## config.mk

```make
export PLATFORM = sky130hd
export DESIGN_NAME = pdes_q_sched_flat
export DESIGN_NICKNAME = d
export VERILOG_FILES = /design/src/rtl/pdes_q_sched_pkg.sv /design/src/rtl/pdes_q_sched_if.sv /design/src/rtl/pdes_q_sched_rr_arbiter.sv /design/src/rtl/pdes_q_sched.sv /design/src/flat_wrapper.sv
export SDC_FILE = /design/constraint.sdc
export NUM_CORES = 1
export LEC_CHECK = 0
export ABC_AREA = 1
export BUFFER_PORTS_ARGS = -buffer_cell sky130_fd_sc_hd__buf_2
export CAP_MARGIN = 30
export CELL_PAD_IN_SITES_DETAIL_PLACEMENT = 1
export CELL_PAD_IN_SITES_GLOBAL_PLACEMENT = 2
export CORE_AREA = 2 2 132 134
export DETAILED_ROUTE_END_ITERATION = 10
export DIE_AREA = 0 0 134 136
export PLACE_DENSITY = 0.86
export SLEW_MARGIN = 10
export SYNTH_ARGS = -nofsm -noshare
export SYNTH_HDL_FRONTEND = slang
export SYNTH_SLANG_ARGS = --single-unit
```

## constraint.sdc

```tcl
create_clock -name clk -period 5.2 [get_ports clk]
set_input_delay 0.26 -clock clk [delete_from_list [all_inputs] [get_ports clk]]
set_output_delay 0.26 -clock clk [all_outputs]
set_load 0.05 [all_outputs]
```

## src/rtl/pdes_q_sched_pkg.sv

```systemverilog
// Shared types and default sizing for the PDES event-queue scheduler.
package pdes_q_sched_pkg;

  localparam int DEF_NUM_CORES  = 4;
  localparam int DEF_WIDTH      = 32;
  localparam int DEF_DEPTH      = 5;
  localparam int DEF_STARVE_MAX = 4;

  typedef enum logic {
    RUN   = 1'b0,
    FLUSH = 1'b1
  } state_e;

  // Width of a pointer that indexes n requesters; never zero.
  function automatic int ptr_w(input int n);
    return (n > 1) ? $clog2(n) : 1;
  endfunction

endpackage

```

## src/rtl/pdes_q_sched_if.sv

```systemverilog
// Requester, consumer and queue-side signals of the scheduler.
// slave: the scheduler itself; master: the environment around it.
interface pdes_q_sched_if
  import pdes_q_sched_pkg::*;
#(
  parameter int NUM_CORES = DEF_NUM_CORES,
  parameter int WIDTH     = DEF_WIDTH
) ();

  logic [NUM_CORES-1:0]       enq_req;
  logic [NUM_CORES*WIDTH-1:0] enq_data;
  logic [NUM_CORES-1:0]       enq_ack;
  logic                       deq_req;
  logic                       deq_ack;
  logic                       deq_valid;
  logic [WIDTH-1:0]           deq_data;
  logic                       flush;
  logic                       busy;
  logic                       q_enq;
  logic                       q_deq;
  logic [WIDTH-1:0]           q_inp_data;
  logic [WIDTH-1:0]           q_out_data;
  logic                       q_full;
  logic                       q_empty;

  modport slave (
    input  enq_req, enq_data, deq_req, flush, q_out_data, q_full, q_empty,
    output enq_ack, deq_ack, deq_valid, deq_data, busy, q_enq, q_deq, q_inp_data
  );

  modport master (
    output enq_req, enq_data, deq_req, flush, q_out_data, q_full, q_empty,
    input  enq_ack, deq_ack, deq_valid, deq_data, busy, q_enq, q_deq, q_inp_data
  );

endinterface

```

## src/rtl/pdes_q_sched_rr_arbiter.sv

```systemverilog
// Round-robin picker: first set request at or after ptr, wrapping, one-hot out.
module pdes_q_sched_rr_arbiter
  import pdes_q_sched_pkg::*;
#(
  parameter int N = DEF_NUM_CORES,
  localparam int PW = ptr_w(N)
) (
  input  logic [N-1:0]  req,
  input  logic [PW-1:0] ptr,
  output logic [N-1:0]  grant
);

  logic          found;
  logic [PW-1:0] idx;

  // Scan requesters starting at ptr; the first hit takes the grant.
  always_comb begin
    grant = '0;
    found = 1'b0;
    idx   = '0;
    for (int i = 0; i < N; i++) begin
      idx = PW'((int'(ptr) + i) % N);
      if (!found && req[idx]) begin
        grant[idx] = 1'b1;
        found      = 1'b1;
      end
    end
  end

endmodule

```

## src/rtl/pdes_q_sched.sv

```systemverilog
// Arbitrates per-core enqueues and a single consumer dequeue onto one
// external priority queue, with anti-starvation for enqueues and a flush mode.
//
//   state | meaning
//   RUN   | normal arbitration between enqueue and dequeue
//   FLUSH | drain the queue with q_deq every cycle, no acks
module pdes_q_sched
  import pdes_q_sched_pkg::*;
#(
  parameter int NUM_CORES  = DEF_NUM_CORES,
  parameter int WIDTH      = DEF_WIDTH,
  parameter int DEPTH      = DEF_DEPTH,
  parameter int STARVE_MAX = DEF_STARVE_MAX
) (
  input logic          clk,
  input logic          rst_n,
  pdes_q_sched_if.slave bus
);

  localparam int PW = ptr_w(NUM_CORES);
  localparam int SW = (STARVE_MAX > 0) ? $clog2(STARVE_MAX + 1) : 1;
  localparam logic [SW-1:0] STARVE_LIM = SW'(STARVE_MAX);
  // A zero-depth queue has no capacity, so it can never accept an event.
  localparam bit HAS_ROOM = (DEPTH > 0);

  state_e               state;
  logic [PW-1:0]        rr_ptr;
  logic [SW-1:0]        starve_cnt;
  logic [NUM_CORES-1:0] rr_grant;
  logic [PW-1:0]        grant_idx;
  logic [WIDTH-1:0]     sel_data;
  logic                 in_run;
  logic                 deq_elig;
  logic                 enq_elig;
  logic                 deq_win;
  logic                 enq_win;

  pdes_q_sched_rr_arbiter #(.N(NUM_CORES)) u_rr_arbiter (
    .req   (bus.enq_req),
    .ptr   (rr_ptr),
    .grant (rr_grant)
  );

  // Eligibility and winner: dequeue first unless enqueues have starved too long.
  always_comb begin
    in_run   = rst_n && (state == RUN);
    deq_elig = in_run && bus.deq_req && !bus.q_empty;
    enq_elig = in_run && HAS_ROOM && (|bus.enq_req) && !bus.q_full;
    enq_win  = enq_elig && (!deq_elig || (starve_cnt == STARVE_LIM));
    deq_win  = deq_elig && !enq_win;
  end

  // Index and event word of the core the arbiter picked.
  always_comb begin
    grant_idx = '0;
    sel_data  = '0;
    for (int i = 0; i < NUM_CORES; i++) begin
      if (rr_grant[i]) begin
        grant_idx = PW'(i);
        sel_data  = bus.enq_data[i*WIDTH +: WIDTH];
      end
    end
  end

  // Combinational grants and queue strobes; busy falls as soon as the queue reads empty.
  always_comb begin
    bus.enq_ack    = enq_win ? rr_grant : '0;
    bus.q_enq      = enq_win;
    bus.q_inp_data = enq_win ? sel_data : '0;
    bus.deq_ack    = deq_win;
    bus.busy       = rst_n && (state == FLUSH) && !bus.q_empty;
    bus.q_deq      = deq_win || bus.busy;
  end

  // FSM, round-robin pointer, starvation counter and registered dequeue result.
  always_ff @(posedge clk) begin
    if (!rst_n) begin
      state         <= RUN;
      rr_ptr        <= '0;
      starve_cnt    <= '0;
      bus.deq_valid <= 1'b0;
      bus.deq_data  <= '0;
    end else begin
      case (state)
        RUN:   if (bus.flush)   state <= FLUSH;
        FLUSH: if (bus.q_empty) state <= RUN;
      endcase

      if (enq_win)
        rr_ptr <= (grant_idx == PW'(NUM_CORES - 1)) ? '0 : grant_idx + 1'b1;

      if (!enq_elig || enq_win)
        starve_cnt <= '0;
      else if (deq_win && (starve_cnt != STARVE_LIM))
        starve_cnt <= starve_cnt + 1'b1;

      bus.deq_valid <= deq_win;
      if (deq_win)
        bus.deq_data <= bus.q_out_data;
    end
  end

endmodule

```

## src/flat_wrapper.sv

```systemverilog
// flat-port wrapper written by rule: the top's interface ports become plain ports
module pdes_q_sched_flat import pdes_q_sched_pkg::*;
#(
  parameter int NUM_CORES  = DEF_NUM_CORES,
  parameter int WIDTH      = DEF_WIDTH,
  parameter int DEPTH      = DEF_DEPTH,
  parameter int STARVE_MAX = DEF_STARVE_MAX
)
  (clk, rst_n, bus_enq_req, bus_enq_data, bus_deq_req, bus_flush, bus_q_out_data, bus_q_full, bus_q_empty, bus_enq_ack, bus_deq_ack, bus_deq_valid, bus_deq_data, bus_busy, bus_q_enq, bus_q_deq, bus_q_inp_data);
  pdes_q_sched_if #(.NUM_CORES(NUM_CORES), .WIDTH(WIDTH)) bus_i ();
  input logic clk;
  input logic rst_n;
  input wire logic [$bits(bus_i.enq_req)-1:0] bus_enq_req;
  input wire logic [$bits(bus_i.enq_data)-1:0] bus_enq_data;
  input wire logic [$bits(bus_i.deq_req)-1:0] bus_deq_req;
  input wire logic [$bits(bus_i.flush)-1:0] bus_flush;
  input wire logic [$bits(bus_i.q_out_data)-1:0] bus_q_out_data;
  input wire logic [$bits(bus_i.q_full)-1:0] bus_q_full;
  input wire logic [$bits(bus_i.q_empty)-1:0] bus_q_empty;
  output wire logic [$bits(bus_i.enq_ack)-1:0] bus_enq_ack;
  output wire logic [$bits(bus_i.deq_ack)-1:0] bus_deq_ack;
  output wire logic [$bits(bus_i.deq_valid)-1:0] bus_deq_valid;
  output wire logic [$bits(bus_i.deq_data)-1:0] bus_deq_data;
  output wire logic [$bits(bus_i.busy)-1:0] bus_busy;
  output wire logic [$bits(bus_i.q_enq)-1:0] bus_q_enq;
  output wire logic [$bits(bus_i.q_deq)-1:0] bus_q_deq;
  output wire logic [$bits(bus_i.q_inp_data)-1:0] bus_q_inp_data;
  assign bus_i.enq_req = bus_enq_req;
  assign bus_i.enq_data = bus_enq_data;
  assign bus_i.deq_req = bus_deq_req;
  assign bus_i.flush = bus_flush;
  assign bus_i.q_out_data = bus_q_out_data;
  assign bus_i.q_full = bus_q_full;
  assign bus_i.q_empty = bus_q_empty;
  assign bus_enq_ack = bus_i.enq_ack;
  assign bus_deq_ack = bus_i.deq_ack;
  assign bus_deq_valid = bus_i.deq_valid;
  assign bus_deq_data = bus_i.deq_data;
  assign bus_busy = bus_i.busy;
  assign bus_q_enq = bus_i.q_enq;
  assign bus_q_deq = bus_i.q_deq;
  assign bus_q_inp_data = bus_i.q_inp_data;
  pdes_q_sched #(.NUM_CORES(NUM_CORES), .WIDTH(WIDTH), .DEPTH(DEPTH), .STARVE_MAX(STARVE_MAX)) u_core (.clk(clk), .rst_n(rst_n), .bus(bus_i));
endmodule
```

# Word-level counts from Yosys, hierarchy flattened
# Cells that the tools add are included.
totals:
  ff_bits: 39
  input_bits: 170
  output_inout_bits: 73
  elab_cells: 92
op_classes:
  add_sub_neg: 5
  magnitude_cmp: 8
  eq_ne: 3
  muxes: 36
  bitwise: 5
  n_reduce_logical: 30
ops:
  columns: ["cell", "count"]
  rows:
  - ["2-to-1 mux 32 bit", 5]
  - ["2-to-1 mux 4 bit", 5]
  - ["logical AND 1 bit", 17]
  - ["2-to-1 mux 1 bit", 14]
  - ["less-than comparator 2 x 3 -> 1 bit (second input constant)", 4]
  - ["bitwise OR 4 bit", 3]
  - ["binary-select mux 1 bit (select 2 bit)", 4]
  - ["demux 1 bit (select 2 bit)", 4]
  - ["greater-or-equal comparator 2 x 1 -> 1 bit (second input constant)", 4]
  - ["logical NOT 1 bit", 8]
  - ["2-to-1 mux 2 bit", 3]
  - ["adder 2 x 1 -> 2 bit (second input constant)", 2]
  - ["adder 2 bit (second input constant)", 2]
  - ["OR reduction 4 bit", 1]
  - ["adder 3 x 1 -> 3 bit (second input constant)", 1]
  - ["== test 3 bit (second input constant)", 1]
  - ["logical OR 1 bit", 3]
  - ["!= test 3 bit (second input constant)", 1]
  - ["== test 2 bit (second input constant)", 1]
  - ["NOT 1 bit", 2]
  - ["one-hot mux 1 bit (2 select lines)", 1]
  - ["OR reduction 2 bit", 1]

# Longest topological paths before layout
logic_depth:
  depth_word: 17
  mapped_depth: 15
  ltp_nobuf: 13

# Cells and area by module
# A second synthesis with hierarchy kept.
hier_totals:
  cells_unflattened: 654
  area_unflattened_um2: 3518.4
modules_own_cells:
  columns: ["mod", "instances", "cells_each", "area_per_inst_um2", "seq_area_each_um2"]
  rows:
  - ["pdes_q_sched", 1, 581, 3119.2, 780.7]
  - ["pdes_q_sched_rr_arbiter", 1, 73, 399.1, 0.0]

# Least setup slack after synthesis
# No wires, ideal clock.
synth_timing:
  path_kind: "register to output"
  start: "register u_core.rr_ptr[1]"
  end: "output bus_enq_ack[1]"
  arrival_ns: 2.519
  t_required_ns: 4.940
  setup_slack_ns: 2.421
  stages_incl_launch_ff: 13
  cell_sequence: "dfxtp_1 > inv_2 > ha_1 > inv_1 > nand3_1 > nand2_1 > nand2_4 > nor2_1 > nand2_1 > nand3b_4 > buf_2 > inv_1 > nor2_1"
synth_between:
  elab_chain_len: 13
synth_rtl:
  columns: ["element", "line", "source"]
  rows:
  - ["start: declaration", "pdes_q_sched.sv:27", "logic [PW-1:0] rr_ptr;"]
  - ["start signal: assignment", "pdes_q_sched.sv:90", "rr_ptr <= (grant_idx == PW'(NUM_CORES - 1)) ? '0 : grant_idx + 1'b1;"]
  - ["parallel branches: the longest is 11 deep, another holds less-than comparator 2 x 3 -> 1 bit", null, null]
  - ["2-to-1 mux 4 bit *", "pdes_q_sched_rr_arbiter.sv:23", "if (!found && req[idx]) begin"]
  - ["2-to-1 mux 4 bit *", "pdes_q_sched.sv:67", "bus.enq_ack = enq_win ? rr_grant : '0;"]
  - ["end: declaration", "flat_wrapper.sv:20", "output wire logic [$bits(bus_i.enq_ack)-1:0] bus_enq_ack;"]
# Mark *: on every way between the ends. The select of a mux whose other input is x is not followed.

# Worst setup path in the final report
layout_timing:
  start: "register u_core.rr_ptr[0]"
  end: "output bus_q_inp_data[25]"
layout_between:
  elab_chain_len: 17
layout_rtl:
  columns: ["element", "line", "source"]
  rows:
  - ["parallel branches: the longest is 11 deep, another holds less-than comparator 2 x 3 -> 1 bit", null, null]
  - ["2-to-1 mux 4 bit *", "pdes_q_sched_rr_arbiter.sv:23", null]
  - ["2-to-1 mux 32 bit (3 in series)", "pdes_q_sched.sv:58", "if (rr_grant[i]) begin"]
  - ["2-to-1 mux 32 bit *", "pdes_q_sched.sv:58", null]
  - ["2-to-1 mux 32 bit *", "pdes_q_sched.sv:69", "bus.q_inp_data = enq_win ? sel_data : '0;"]
  - ["end: declaration", "flat_wrapper.sv:27", "output wire logic [$bits(bus_i.q_inp_data)-1:0] bus_q_inp_data;"]
# Marked as above.

==> out/metrics.sh <==
TIMING.MAX_CAP.VIOLATIONS=0
SYNTH_AREA_LEADERS='sky130_fd_sc_hd__dfxtp_1, sky130_fd_sc_hd__nand2_1, sky130_fd_sc_hd__nor2_1'
CTS_SETUP_BUFFERS=0
PATH_COMMON_CELL='sky130_fd_sc_hd__nand2_1'
YOSYSMOSTFREQUENTCELL='sky130_fd_sc_hd__nand2_1'
YOSYS.AREA.TOP_TYPE_SHARE=0.236
ENDPOINT_KIND='output port'
POST_SYNTH_INST_COUNT=553
POST_SYNTHESIS_AREA_PER_INSTANCE_UM2=5.97
FINALWIRELENGTH_UM=14700
CRITICAL_PATH.MAX_FANOUT=36
DIE_H_UM=136
CLOCK-SKEW-FINAL_NS=0.00611
CP_DATA_REQUIRED_TIME_NS=4.94
SLOWEST_STAGE='sky130_fd_sc_hd__nor2_4'
SYNTHESIS.NETS=732
POST_ROUTE_CELLS_DRIVE_ABOVE_1_SHARE=0.367
LARGEST_FAMILY_OF_LOGIC_CELLS_BY_SYNTHESIZED_AREA='simple AND/OR/NAND/NOR gates'
NETLIST-CELL-TYPE-COUNT=30
CTS-RESIZED-GATES=0
LEAKAGE_nW=2.72
YOSYS_REGISTER_BITS=39
SYNTH_WARNINGS=0
WORST-SETUP-PATH-TYPE='reg2out'
GP_ROUTABILITY_CONGESTION=0.817
CLOCK_SINK_TOTAL=39
WORST_EP_ARRIVAL_TIME_NS=3.74
SYNTH-COMPOUND-AREA-SHARE=0.111
YOSYSSEQAREASHARE=0.236
RRSETUPSLACK_NS=2.07
GRT_ANTENNA_BEFORE_REPAIR=2
FLOORPLAN.INITIALDENSITY=0.196
SLEW_HEADROOM=0.444
SYNTH.AREA.MUX_SHARE=0
NETS=951
DETAIL_ROUTE.FIRST_PASS.ITERATIONS=4
DIE_WIDTH_UM=134
GRT_REMAINING_OVERFLOW=0
CLOCK-ROOT-BUFFER='sky130_fd_sc_hd__clkbuf_16'
CTS_HOLD_REPAIR.BUFFERS=0
CRITPATHBUFINV=3
XOR_XNOR_SHARE_OF_THE_SYNTHESIZED_AREA=0.00265
SYNTH_TOP_FLOP_CELL='sky130_fd_sc_hd__dfxtp_1'
NUM_ANTENNA_CELLS=0
HOLDCRITPATHCLASS='in2reg'
FINAL.PERIOD_UTILIZATION=0.770
CTS_HTREE_LEVELS=2
GRT_START_MAX_NET_PINS=37
ANT_NETS=0
POWER-PER-CELL-AREA_mW_PER_MM2=267
LAYOUT.FILLER_CELLS=2280
POST_SYNTH_INSTANCE_AREA_MM2=0.00330
SETUP_VIOL_COUNT_FINAL=0
DETAIL_ROUTE.WL_PER_CELL_UM=14.7
HOLD_VIOL_FINAL=0
PLACE_HPWL_UM=11100
TRITONCTS.NUM_BUFFERS=5
GRT_FIRST_PASS_WIRELENGTH_UM=22800
SYNTHTOPCELLSBYCOUNT='sky130_fd_sc_hd__nand2_1, sky130_fd_sc_hd__nor2_1, sky130_fd_sc_hd__nand3_1'
PLACEMENT.IO_BUFFERS=242
PATH_CELLS='inv_4 -> ha_1 -> inv_1 -> nand3_1 -> nand2_1 -> nand2_4 -> nor2_1 -> nand2_1 -> nand3b_4 -> nor2_4 -> nand2_1 -> nand3_1 -> nand2_1 -> buf_2'
AREA_OF_THE_DIE_MM2=0.0182
SYNTH_EDF_COUNT=0
FP.COREAREA_MM2=0.0169
TRITONCTS_CLOCK_TREE='built'
SETUP_TOTAL_NEGATIVE_SLACK_NS=0
WORST_IR_DROP_VDD_mV=0.260
SYNTH_SIMPLE_GATE_AREA_FRAC=0.534
RUN_STATUS='completed'
CRIT_PATH_MAX_INCR_DELAY_NS=0.79
AREA_GROWTH_SYN_TO_LAYOUT_PCT=45.6
CLKLATENCYLATEPIN_NS=0.29
SHARE_OF_FLIP_FLOPS_WITH_AN_ASYNCHRONOUS_SET_OR_RESET=0
CRITICAL_PATH.STARTPOINT_TYPE='flip-flop'
GLOBALROUTETOTALUTIL=0.155
PERIOD_NEEDED_NS=4.00
TIMING.FMAX_GHz=0.250
RSZ_0062_RAISED_AFTER_GLOBAL_ROUTING='false'
WORST_SETUP_HOLD_PATH_CLK_SLEW_NS=0.06
ROUTE.DETAILED.DRC=0
SYNTH_TOP_AREA_CELL='sky130_fd_sc_hd__dfxtp_1'
IO_PINS=243
POST_DRT_VIA_CELL_RATIO=4.40
PATH_DELAY_FAMILY='simple AND/OR/NAND/NOR gates'
SETUP_SLACK_NS=1.20
FINAL_SLEW_VIOLATIONS=0
CLOCK_TREE.BUFFER_DEPTH=2
ROWS=48
TIGHTEST_SLEW_NS=0.832
DP_SLACK_NS=1.38
FIRST_GLOBAL_VIAS=4433
SYNTH_FA_HA_AREA_FRAC=0.0341
DETAIL_ROUTE.ITER0.VIOLATIONS=91
VIA_COUNT_OF_THE_ROUTED_DESIGN=4396
logic make-up after synthesis:
family	after synthesis
buffers and inverters	55
DFF	39
and+or+nand+nor	379
adders and majority gates	9
xor gates and xnor gates	1
AOI/OAI and AO/OA	70
registers in the layout, indices dropped and copies added, names as in the netlist:
signal                flops
u_core.bus.deq_valid      1
u_core.rr_ptr             2
u_core.bus.deq_data      32
u_core.state              1
u_core.starve_cnt         3
layer usage:
metal  share of wire  global-route usage  vias up
met4          0.0081              0.0242        2
met2            0.46               0.275      193
met5         0.00089                   0        -
met1            0.42               0.187     1969
met3            0.10              0.0466       12
li1                -                   -     2220
worst reg2reg max path: cells and delay by family (launching register included):
family	cells	cell delay, ns
fa+ha+maj	1	0.37
compound gates	1	0.07
simple gates	9	1.74
flops	1	0.63
buf+inv	2	0.22
layout make-up:
class	count	area (um^2)	area share
repair buffers	246	1270	0.264
clock buffers	5	125	0.0260
multi-input cells	459	2250	0.468
inverters	21	81.3	0.0169
well taps	225	282	0.0585
clock inverters	3	20.0	0.00416
flip-flops and latches	39	781	0.162
stage by stage:
stage / power (mW) / hold slack, ns / cell area [um^2] / utilization / cells
after detailed placement: 1.00 / 0.441 / 4660 / 0.276 / 990
after floorplan: 0.815 / 0.363 / 3300 / - / 553
final: 1.29 / 0.157 / 4810 / 0.285 / 998
after CTS: 1.31 / 0.149 / 4810 / 0.285 / 998
after global routing: 1.38 / 0.173 / 4810 / 0.285 / 998
after global placement: 0.988 / 0.431 / 4620 / 0.274 / 988
placed cells by master, fill, tap and decap left out, drive strengths merged, types with 5 or more instances in the layout:
cell / n
buf: 246
nand3: 57
dfxtp: 39
ha: 9
o21ai: 33
clkbuf: 5
nand3b: 33
nor2: 115
a21oi: 37
nand2: 172
inv: 20
where the power goes:
| part | internal (mW) | switching, mW | total, mW | leakage [nW] |
|---|---|---|---|---|
| Sequential | 0.313 | 0.0112 | 0.325 | 0.318 |
| Clock | 0.177 | 0.126 | 0.303 | 0.0658 |
| Combinational | 0.192 | 0.466 | 0.658 | 2.34 |
| Total | 0.682 | 0.604 | 1.29 | 2.72 |
worst paths after layout:
kind | from | end | depth (start not counted)
max | u_core.rr_ptr[0] | bus_q_inp_data[25] | 14
min | bus_flush | u_core.state | 3
max reg2reg | u_core.rr_ptr[0] | u_core.rr_ptr[0] | 13
min reg2reg | u_core.starve_cnt[0] | u_core.starve_cnt[0] | 1
Note: power is estimated with default switching activity, not from simulation.
